--- config.mk ---
export PLATFORM = sky130hd
export DESIGN_NAME = divide_ratio_detector
export DESIGN_NICKNAME = d
export VERILOG_FILES = /design/src/rtl/divide_ratio_detector.sv
export SDC_FILE = /design/constraint.sdc
export NUM_CORES = 1
export LEC_CHECK = 0
export CELL_PAD_IN_SITES_DETAIL_PLACEMENT = 1
export CELL_PAD_IN_SITES_GLOBAL_PLACEMENT = 2
export CORE_AREA = 2 2 76 78
export CTS_CLUSTER_SIZE = 28
export DETAILED_ROUTE_END_ITERATION = 10
export DIE_AREA = 0 0 78 80
export GPL_TIMING_DRIVEN = 0
export PLACE_DENSITY = 0.82
export SLEW_MARGIN = 40
export SYNTH_ARGS = -nofsm -noshare
export SYNTH_HDL_FRONTEND = slang
export SYNTH_SLANG_ARGS = --single-unit
export TNS_END_PERCENT = 50
--- constraint.sdc ---
create_clock -name clk_in -period 3.23 [get_ports clk_in]
set_input_delay 0.323 -clock clk_in [delete_from_list [all_inputs] [get_ports clk_in]]
set_output_delay 0.323 -clock clk_in [all_outputs]
set_load 0.03 [all_outputs]
--- src/rtl/divide_ratio_detector.sv ---
// divide_ratio_detector: measures the rise-to-rise period of a divided clock
// sampled on clk_in, classifies it as /2, /4, /8 or /16, and locks after
// LOCK_COUNT consecutive identical classifications. Pulses mismatch when a
// lock is broken by a different period and timeout when the input goes quiet.
module divide_ratio_detector #(
  parameter int PW         = 8,
  parameter int LOCK_COUNT = 4,
  parameter int TIMEOUT    = 64
) (
  input  logic          clk_in,
  input  logic          rst_n,
  input  logic          sig_in,
  output logic [PW-1:0] period,
  output logic          period_valid,
  output logic [2:0]    ratio,
  output logic          locked,
  output logic          mismatch,
  output logic          timeout
);

  typedef enum logic [1:0] {
    SEARCH  = 2'd0,
    CONFIRM = 2'd1,
    LOCKED  = 2'd2
  } state_t;

  localparam logic [PW-1:0] CNT_MAX = PW'(TIMEOUT - 1);
  localparam logic [3:0]    LOCK_N  = 4'(LOCK_COUNT);
  localparam logic [PW-1:0] P2      = PW'(2);
  localparam logic [PW-1:0] P4      = PW'(4);
  localparam logic [PW-1:0] P8      = PW'(8);
  localparam logic [PW-1:0] P16     = PW'(16);

  logic          sig_q;
  logic          sig_qq;
  logic          rise;
  logic          armed;
  logic [PW-1:0] cnt;
  logic [PW-1:0] cnt_inc;
  logic          measure;
  logic          fire_timeout;
  logic [2:0]    code;
  state_t        state;
  state_t        state_nxt;
  logic [2:0]    cand;
  logic [2:0]    cand_nxt;
  logic [3:0]    mcnt;
  logic [3:0]    mcnt_nxt;
  logic          mismatch_nxt;

  assign rise         = sig_q & ~sig_qq;
  assign cnt_inc      = cnt + 1'b1;
  assign measure      = rise & armed;
  assign fire_timeout = armed & ~rise & (cnt == CNT_MAX);

  // Two-flop sampling of the divided clock so a rising edge is seen as a one-cycle strobe
  always_ff @(posedge clk_in or negedge rst_n) begin
    if (!rst_n) begin
      sig_q  <= 1'b0;
      sig_qq <= 1'b0;
    end else begin
      sig_q  <= sig_in;
      sig_qq <= sig_q;
    end
  end

  // Cycles since the last rise; saturates so cnt+1 always fits in PW bits
  always_ff @(posedge clk_in or negedge rst_n) begin
    if (!rst_n) begin
      cnt <= '0;
    end else if (rise) begin
      cnt <= '0;
    end else if (cnt != CNT_MAX) begin
      cnt <= cnt_inc;
    end
  end

  // First rise after reset or timeout only arms; a timeout disarms until the next rise
  always_ff @(posedge clk_in or negedge rst_n) begin
    if (!rst_n) begin
      armed <= 1'b0;
    end else if (fire_timeout) begin
      armed <= 1'b0;
    end else if (rise) begin
      armed <= 1'b1;
    end
  end

  // Map the measured period onto a ratio code; anything but 2/4/8/16 is code 0
  always_comb begin
    code = 3'd0;
    if (cnt_inc == P2) begin
      code = 3'd1;
    end else if (cnt_inc == P4) begin
      code = 3'd2;
    end else if (cnt_inc == P8) begin
      code = 3'd3;
    end else if (cnt_inc == P16) begin
      code = 3'd4;
    end
  end

  // Lock FSM next state: timeout overrides everything, otherwise act on each measurement
  always_comb begin
    state_nxt    = state;
    cand_nxt     = cand;
    mcnt_nxt     = mcnt;
    mismatch_nxt = 1'b0;
    if (fire_timeout) begin
      state_nxt = SEARCH;
      cand_nxt  = 3'd0;
      mcnt_nxt  = 4'd0;
    end else if (measure) begin
      case (state)
        SEARCH: begin
          if (code != 3'd0) begin
            cand_nxt  = code;
            mcnt_nxt  = 4'd1;
            state_nxt = (LOCK_N == 4'd1) ? LOCKED : CONFIRM;
          end
        end
        CONFIRM: begin
          if (code == 3'd0) begin
            state_nxt = SEARCH;
            mcnt_nxt  = 4'd0;
          end else if (code == cand) begin
            mcnt_nxt = mcnt + 4'd1;
            if (mcnt + 4'd1 == LOCK_N) begin
              state_nxt = LOCKED;
            end
          end else begin
            cand_nxt = code;
            mcnt_nxt = 4'd1;
          end
        end
        LOCKED: begin
          if (code != cand) begin
            mismatch_nxt = 1'b1;
            state_nxt    = SEARCH;
            mcnt_nxt     = 4'd0;
          end
        end
        default: begin
          state_nxt = SEARCH;
          mcnt_nxt  = 4'd0;
        end
      endcase
    end
  end

  // Lock FSM state, candidate and match counter registers
  always_ff @(posedge clk_in or negedge rst_n) begin
    if (!rst_n) begin
      state <= SEARCH;
      cand  <= 3'd0;
      mcnt  <= 4'd0;
    end else begin
      state <= state_nxt;
      cand  <= cand_nxt;
      mcnt  <= mcnt_nxt;
    end
  end

  // Registered outputs, updated on the same edge as the FSM so they stay aligned
  always_ff @(posedge clk_in or negedge rst_n) begin
    if (!rst_n) begin
      period       <= '0;
      period_valid <= 1'b0;
      ratio        <= 3'd0;
      locked       <= 1'b0;
      mismatch     <= 1'b0;
      timeout      <= 1'b0;
    end else begin
      period_valid <= measure;
      if (measure) begin
        period <= cnt_inc;
      end
      locked   <= (state_nxt == LOCKED);
      ratio    <= (state_nxt == LOCKED) ? cand_nxt : 3'd0;
      mismatch <= mismatch_nxt;
      timeout  <= fire_timeout;
    end
  end

endmodule

After elaboration in Yosys (flattened, before gate mapping)
Index checks and enable logic that the tools add are counted.
{"block": "word_totals", "ff_bits": 35, "out_inout_bits": 15, "word_cells": 76}
{"block": "classes", "add_sub_neg": 2, "n_eq_ne": 14, "muxes": 34, "bitwise": 6, "n_reduce_logical": 7}
{"operator": "2-to-1 mux 3 bit", "count": 10}
{"operator": "2-to-1 mux 4 bit", "count": 6}
{"operator": "2-to-1 mux 8 bit", "count": 2}
{"operator": "2-to-1 mux 2 bit", "count": 7}
{"operator": "one-hot mux 4 bit (3 select lines)", "count": 1}
{"operator": "adder 8 x 1 -> 8 bit (second input constant)", "count": 1}
{"operator": "equality test 8 x 2 -> 1 bit (second input constant)", "count": 1}
{"operator": "equality test 8 x 3 -> 1 bit (second input constant)", "count": 1}
{"operator": "equality test 8 x 4 -> 1 bit (second input constant)", "count": 1}
{"operator": "equality test 8 x 5 -> 1 bit (second input constant)", "count": 1}
{"operator": "equality test 8 x 6 -> 1 bit (second input constant)", "count": 1}
{"operator": "!= test 8 x 6 -> 1 bit (second input constant)", "count": 1}
{"operator": "2-to-1 mux 1 bit", "count": 6}
{"operator": "!= test 3 bit (second input constant)", "count": 2}
{"operator": "one-hot mux 2 bit (3 select lines)", "count": 1}
{"operator": "one-hot mux 3 bit (2 select lines)", "count": 1}
{"operator": "nonzero test 2 bit", "count": 3}
{"operator": "adder 4 x 1 -> 4 bit (second input constant)", "count": 1}
{"operator": "bitwise AND 1 bit", "count": 4}
{"operator": "equality test 2 bit (second input constant)", "count": 2}
{"operator": "equality test 4 x 3 -> 1 bit (second input constant)", "count": 1}
{"operator": "equality test 3 bit", "count": 1}
{"operator": "logical NOT 3 bit", "count": 1}
{"operator": "!= test 3 bit", "count": 1}
{"operator": "5 further kinds", "count": 6}

Longest topological paths before layout
{"block": "logic_depth", "depth_word": 14, "mapped_depth": 11, "mapped_depth_nobuf": 9}

Worst setup path before layout
Ideal clock, no wire load.
{"block": "synth_timing", "path_type": "flip-flop to flip-flop", "from": "reg cnt[0]", "to": "reg mcnt[3]", "arrival_ps": 2841, "path_slack_ps": 313, "stages_incl_launch_ff": 10, "n_path_buf": 1, "path_cell_list": "dfrtp_1 -> ha_1 -> buf_2 -> nor3_1 -> o2111a_1 -> nor2_2 -> or4b_1 -> a311o_1 -> or4_4 -> o21ai_1"}
{"block": "synth_between", "elab_chain_len": 12}
{"element": "from (decl)", "line_no": "38", "text": "logic [PW-1:0] cnt;"}
{"element": "from (signal assigned)", "line_no": "74", "text": "cnt <= cnt_inc;"}
{"element": "adder 8 x 1 -> 8 bit", "line_no": "52", "text": "assign cnt_inc = cnt + 1'b1;"}
{"element": "equality test 8 x 5 -> 1 bit", "line_no": "98", "text": "end else if (cnt_inc == P16) begin"}
{"element": "2-to-1 mux 3 bit", "line_no": "98"}
{"element": "2-to-1 mux 3 bit", "line_no": "96", "text": "end else if (cnt_inc == P8) begin"}
{"element": "2-to-1 mux 3 bit", "line_no": "94", "text": "end else if (cnt_inc == P4) begin"}
{"element": "2-to-1 mux 3 bit", "line_no": "92", "text": "if (cnt_inc == P2) begin"}
{"element": "equality test 3 bit", "line_no": "126", "text": "end else if (code == cand) begin"}
{"element": "2-to-1 mux 4 bit", "line_no": "126"}
{"element": "2-to-1 mux 4 bit", "line_no": "123", "text": "if (code == 3'd0) begin"}
{"element": "one-hot mux 4 bit (3 select lines)", "line_no": "114", "text": "case (state)"}
{"element": "2-to-1 mux 4 bit", "line_no": "113", "text": "end else if (measure) begin"}
{"element": "2-to-1 mux 4 bit", "line_no": "109", "text": "if (fire_timeout) begin"}
{"element": "to (signal assigned)", "line_no": "160", "text": "mcnt <= mcnt_nxt;"}
{"element": "to (decl)", "line_no": "47", "text": "logic [3:0] mcnt;"}
Parallel ways exist; a longest one is shown, timed or not. The select of a mux whose other input is x is not followed.
A chain may end at the register's enable or synchronous reset.

Worst setup path after layout
{"block": "layout_timing", "from": "reg cnt[0]", "to": "reg mcnt[2]"}
The elaborated chain is that of the path after synthesis.

==> results.py <==
metrics = {
    "power": {
        "p_comb_share_pct": 40.2,
        "p_sw_share_pct": 37.0,
        "p_seq_share_pct": 37.1,
        "switchingPower_uw": 577,
        "pwr-share-clk_pct": 22.6,
        "p_per_area_mw_per_mm2": 670,
        "p_leak_uw": 0.000966,
        "internal_power_uw": 980,
        "ir_drop_v": 0.000236,
    },
    "timing": {
        "final-setup-viol-count": 0,
        "slew_headroom_pct": 64.5,
        "rsz0062_at_grt": "false",
        "hold_violations": 0,
        "drv_slew": 0,
        "period_minus_slack_ns": 3.01,
        "fmax_ghz": 0.332,
        "worst_slew_pin_slew_ns": 0.533,
        "holdWs_ns": 0.373,
        "finalClockSkew_ns": 0.00260,
        "period_share_pct": 93.3,
        "fin_ws_ns": 0.215,
    },
    "flow_run": {
        "maxCapViolCount": 0,
    },
    "critical_path": {
        "required_ns": 3.44,
        "cp_cell_sequence": "ha_1 -> buf_2 -> nor3_1 -> o2111a_2 -> o21ai_2 -> or4b_4 -> a311o_2 -> or4_4 -> o21ai_1",
        "worst_setup_path_end_kind": "flop",
        "crit_path_top_delay_cell": "or4b_4",
        "path_buf_inv": 1,
        "crit_fanout": 10,
        "slowest_delay_ns": 0.50,
        "arrival_ns": 3.23,
        "crit_type": "reg2reg",
        "critical_path.top_delay_family": "simple AND/OR/NAND/NOR gates",
        "crit_path_start_kind": "flop",
    },
    "logic_synthesis": {
        "syn-cell-area_mm2": 0.00187,
        "yosysSeqAreaShare_pct": 46.9,
        "yosys_warnings": 0,
        "ys_ff_latch": 35,
        "avgSynthCellArea_um2": 9.74,
        "yosys_most_used_dff": "dfrtp_1",
        "async_flop_share_pct": 100,
        "synth_edf_count": 0,
        "synth.distinct_cells": 57,
        "synthesis.instances": 192,
        "synthesis.nets": 200,
    },
    "drt": {
        "routedWlPerCell_um": 15.3,
        "initialDrtViolationCount": 74,
        "vias": 1536,
        "drc": 0,
        "via_per_inst": 5.19,
        "first_pass_iters": 4,
        "ant_nets": 0,
        "routed_wl_um": 4530,
    },
    "placement": {
        "numPortBuffers": 17,
        "hpwlAfterDp_um": 3280,
        "dpl-instance-area_mm2": 0.00215,
        "place_ws_ns": -0.251,
        "globalplace.congestion": 0.768,
    },
    "clock_tree": {
        "root_buffer": "clkbuf_8",
        "cts_buffer_depth": 2,
        "clkLatencyLatePin_ns": 0.29,
        "htree_levels": 2,
        "cts_tree": "yes",
        "numCtsBuffers": 5,
        "clock_sinks": 35,
        "cts.reportedPaths.clkPinSlew_ns": 0.07,
    },
    "floorplanning": {
        "rows": 27,
        "die_area_mm2": 0.00624,
        "start_util_pct": 34.6,
        "die_w_um": 78,
        "die_y_um": 80,
        "io_pins": 18,
        "coreArea_mm2": 0.00541,
    },
    "finish": {
        "drive_gt1_share_pct": 15.2,
        "fillCellCount": 637,
        "final_cell_area_mm2": 0.00232,
        "nNetsFinal": 231,
        "post-route-util_pct": 43.0,
        "antenna_cells": 0,
        "synthToLayoutAreaGrowth_pct": 24.4,
    },
    "global_routing": {
        "gr-total-overflow": 0,
        "grtUsageTotal_pct": 16.4,
        "grt_pass1_vias": 1604,
        "grt_max_degree": 20,
        "antenna_found_initial": 0,
        "grt_pass1_wl_um": 7960,
    },
    "min_path": {
        "hold_class": "reg2reg",
    },
    "status": {
        "outcome": "complete, no violations",
    },
}
## stage by stage
step	total power [uW]	TNS, ns	instances
6_report	1560	0	296
5_1_grt	1680	0	296
4_1_cts	1540	0	292
3_5_place_dp	1180	-0.825	282
3_3_place_gp	1150	-0.961	281
2_1_floorplan	994	0	192
## state kept, by name, summed over array words and instances (netlist names)
register and cells:
cand 3, state 2, mcnt 4, period 8, cnt 8, armed 1, ratio 3, timeout 1
sig_q 1, period_valid 1, locked 1, mismatch 1, sig_qq 1
## logic make-up after synthesis
kind of cell | Yosys count | synth area share [%]
flops | 35 | 46.9
compound gates | 51 | 19.7
mux | 2 | 1.07
fa+ha+maj | 5 | 3.35
simple gates | 75 | 21.3
buf+inv | 15 | 3.48
xor+xnor | 9 | 4.22
## synth_stat cells (all sizes together), types with 3 or more instances
master	number	area, um2
a21oi	9	45.0
and3	3	20.0
buf	3	20.0
clkbuf	7	26.3
dfrtp	35	876
ha	5	62.6
inv	4	15.0
nand2	23	86.3
nand2b	6	37.5
nand3	12	60.1
nor2	8	32.5
nor2b	6	37.5
nor3	5	25.0
o211ai	3	22.5
o21ai	13	65.1
o31ai	3	22.5
xnor2	5	43.8
xor2	4	35.0
## power groups by stage
stage / clock, uW / combinational [uW] / sequential [uW]
CTS: 369 / 595 / 580
global placement: 0 / 571 / 582
detailed placement: 0 / 587 / 588
finish: 352 / 626 / 578
global route: 391 / 701 / 591
floorplan: 0 / 370 / 624
## what timing repair did
| item | 4_1_cts | 5_1_grt |
|---|---|---|
| hold buffers | 1 | 0 |
| setup buffers | 1 | 4 |
| gates cloned | 0 | 0 |
| resized for setup | 2 | 7 |
| pin swaps | 0 | 1 |
| hold endpoints to repair | 18 | 0 |
| setup endpoints to repair | 8 | 8 |
## final cells by class
cell class	instances	area, um2	share of cell area (%)
multi-input cells	142	951	40.9
flip-flops and latches	35	878	37.8
repair buffers	24	240	10.3
clock buffers	8	100	4.31
well taps	72	90.1	3.88
plain buffers	10	46.3	1.99
inverters	5	18.8	0.807
## cell usage in the layout (no fill, tap or decap), types with 6 or more instances in the layout
master and n:
nand2b_1 6, clkbuf_1 8, clkdlybuf4s50_1 16, clkbuf_8 7
a21oi_1 9, nor2b_1 6, dfrtp_1 33, nand3_1 11
nor2_1 7, nand2_1 23, o21ai_0 9
## path summary, 6_finish.rpt
kind                              from         to  slack (ns)  depth (start not counted)
worst max register to register  cnt[0]    mcnt[2]        0.22                          9
worst min-delay path             sig_q     sig_qq        0.37                          0
min in group asynchronous        rst_n  period[6]        0.52                          2
worst max-delay path            cnt[0]    mcnt[2]        0.22                          9
worst min register to register   sig_q     sig_qq        0.37                          0
max in group asynchronous        rst_n     cnt[0]        2.26                          3
## routing by layer
layer  GRT usage, %  share of wire (%)
met5              0                  0
met4           5.79                1.6
met3           3.05                2.5
met2           27.1                 47
met1           21.6                 49
Note: power is estimated with default switching activity, not from simulation.
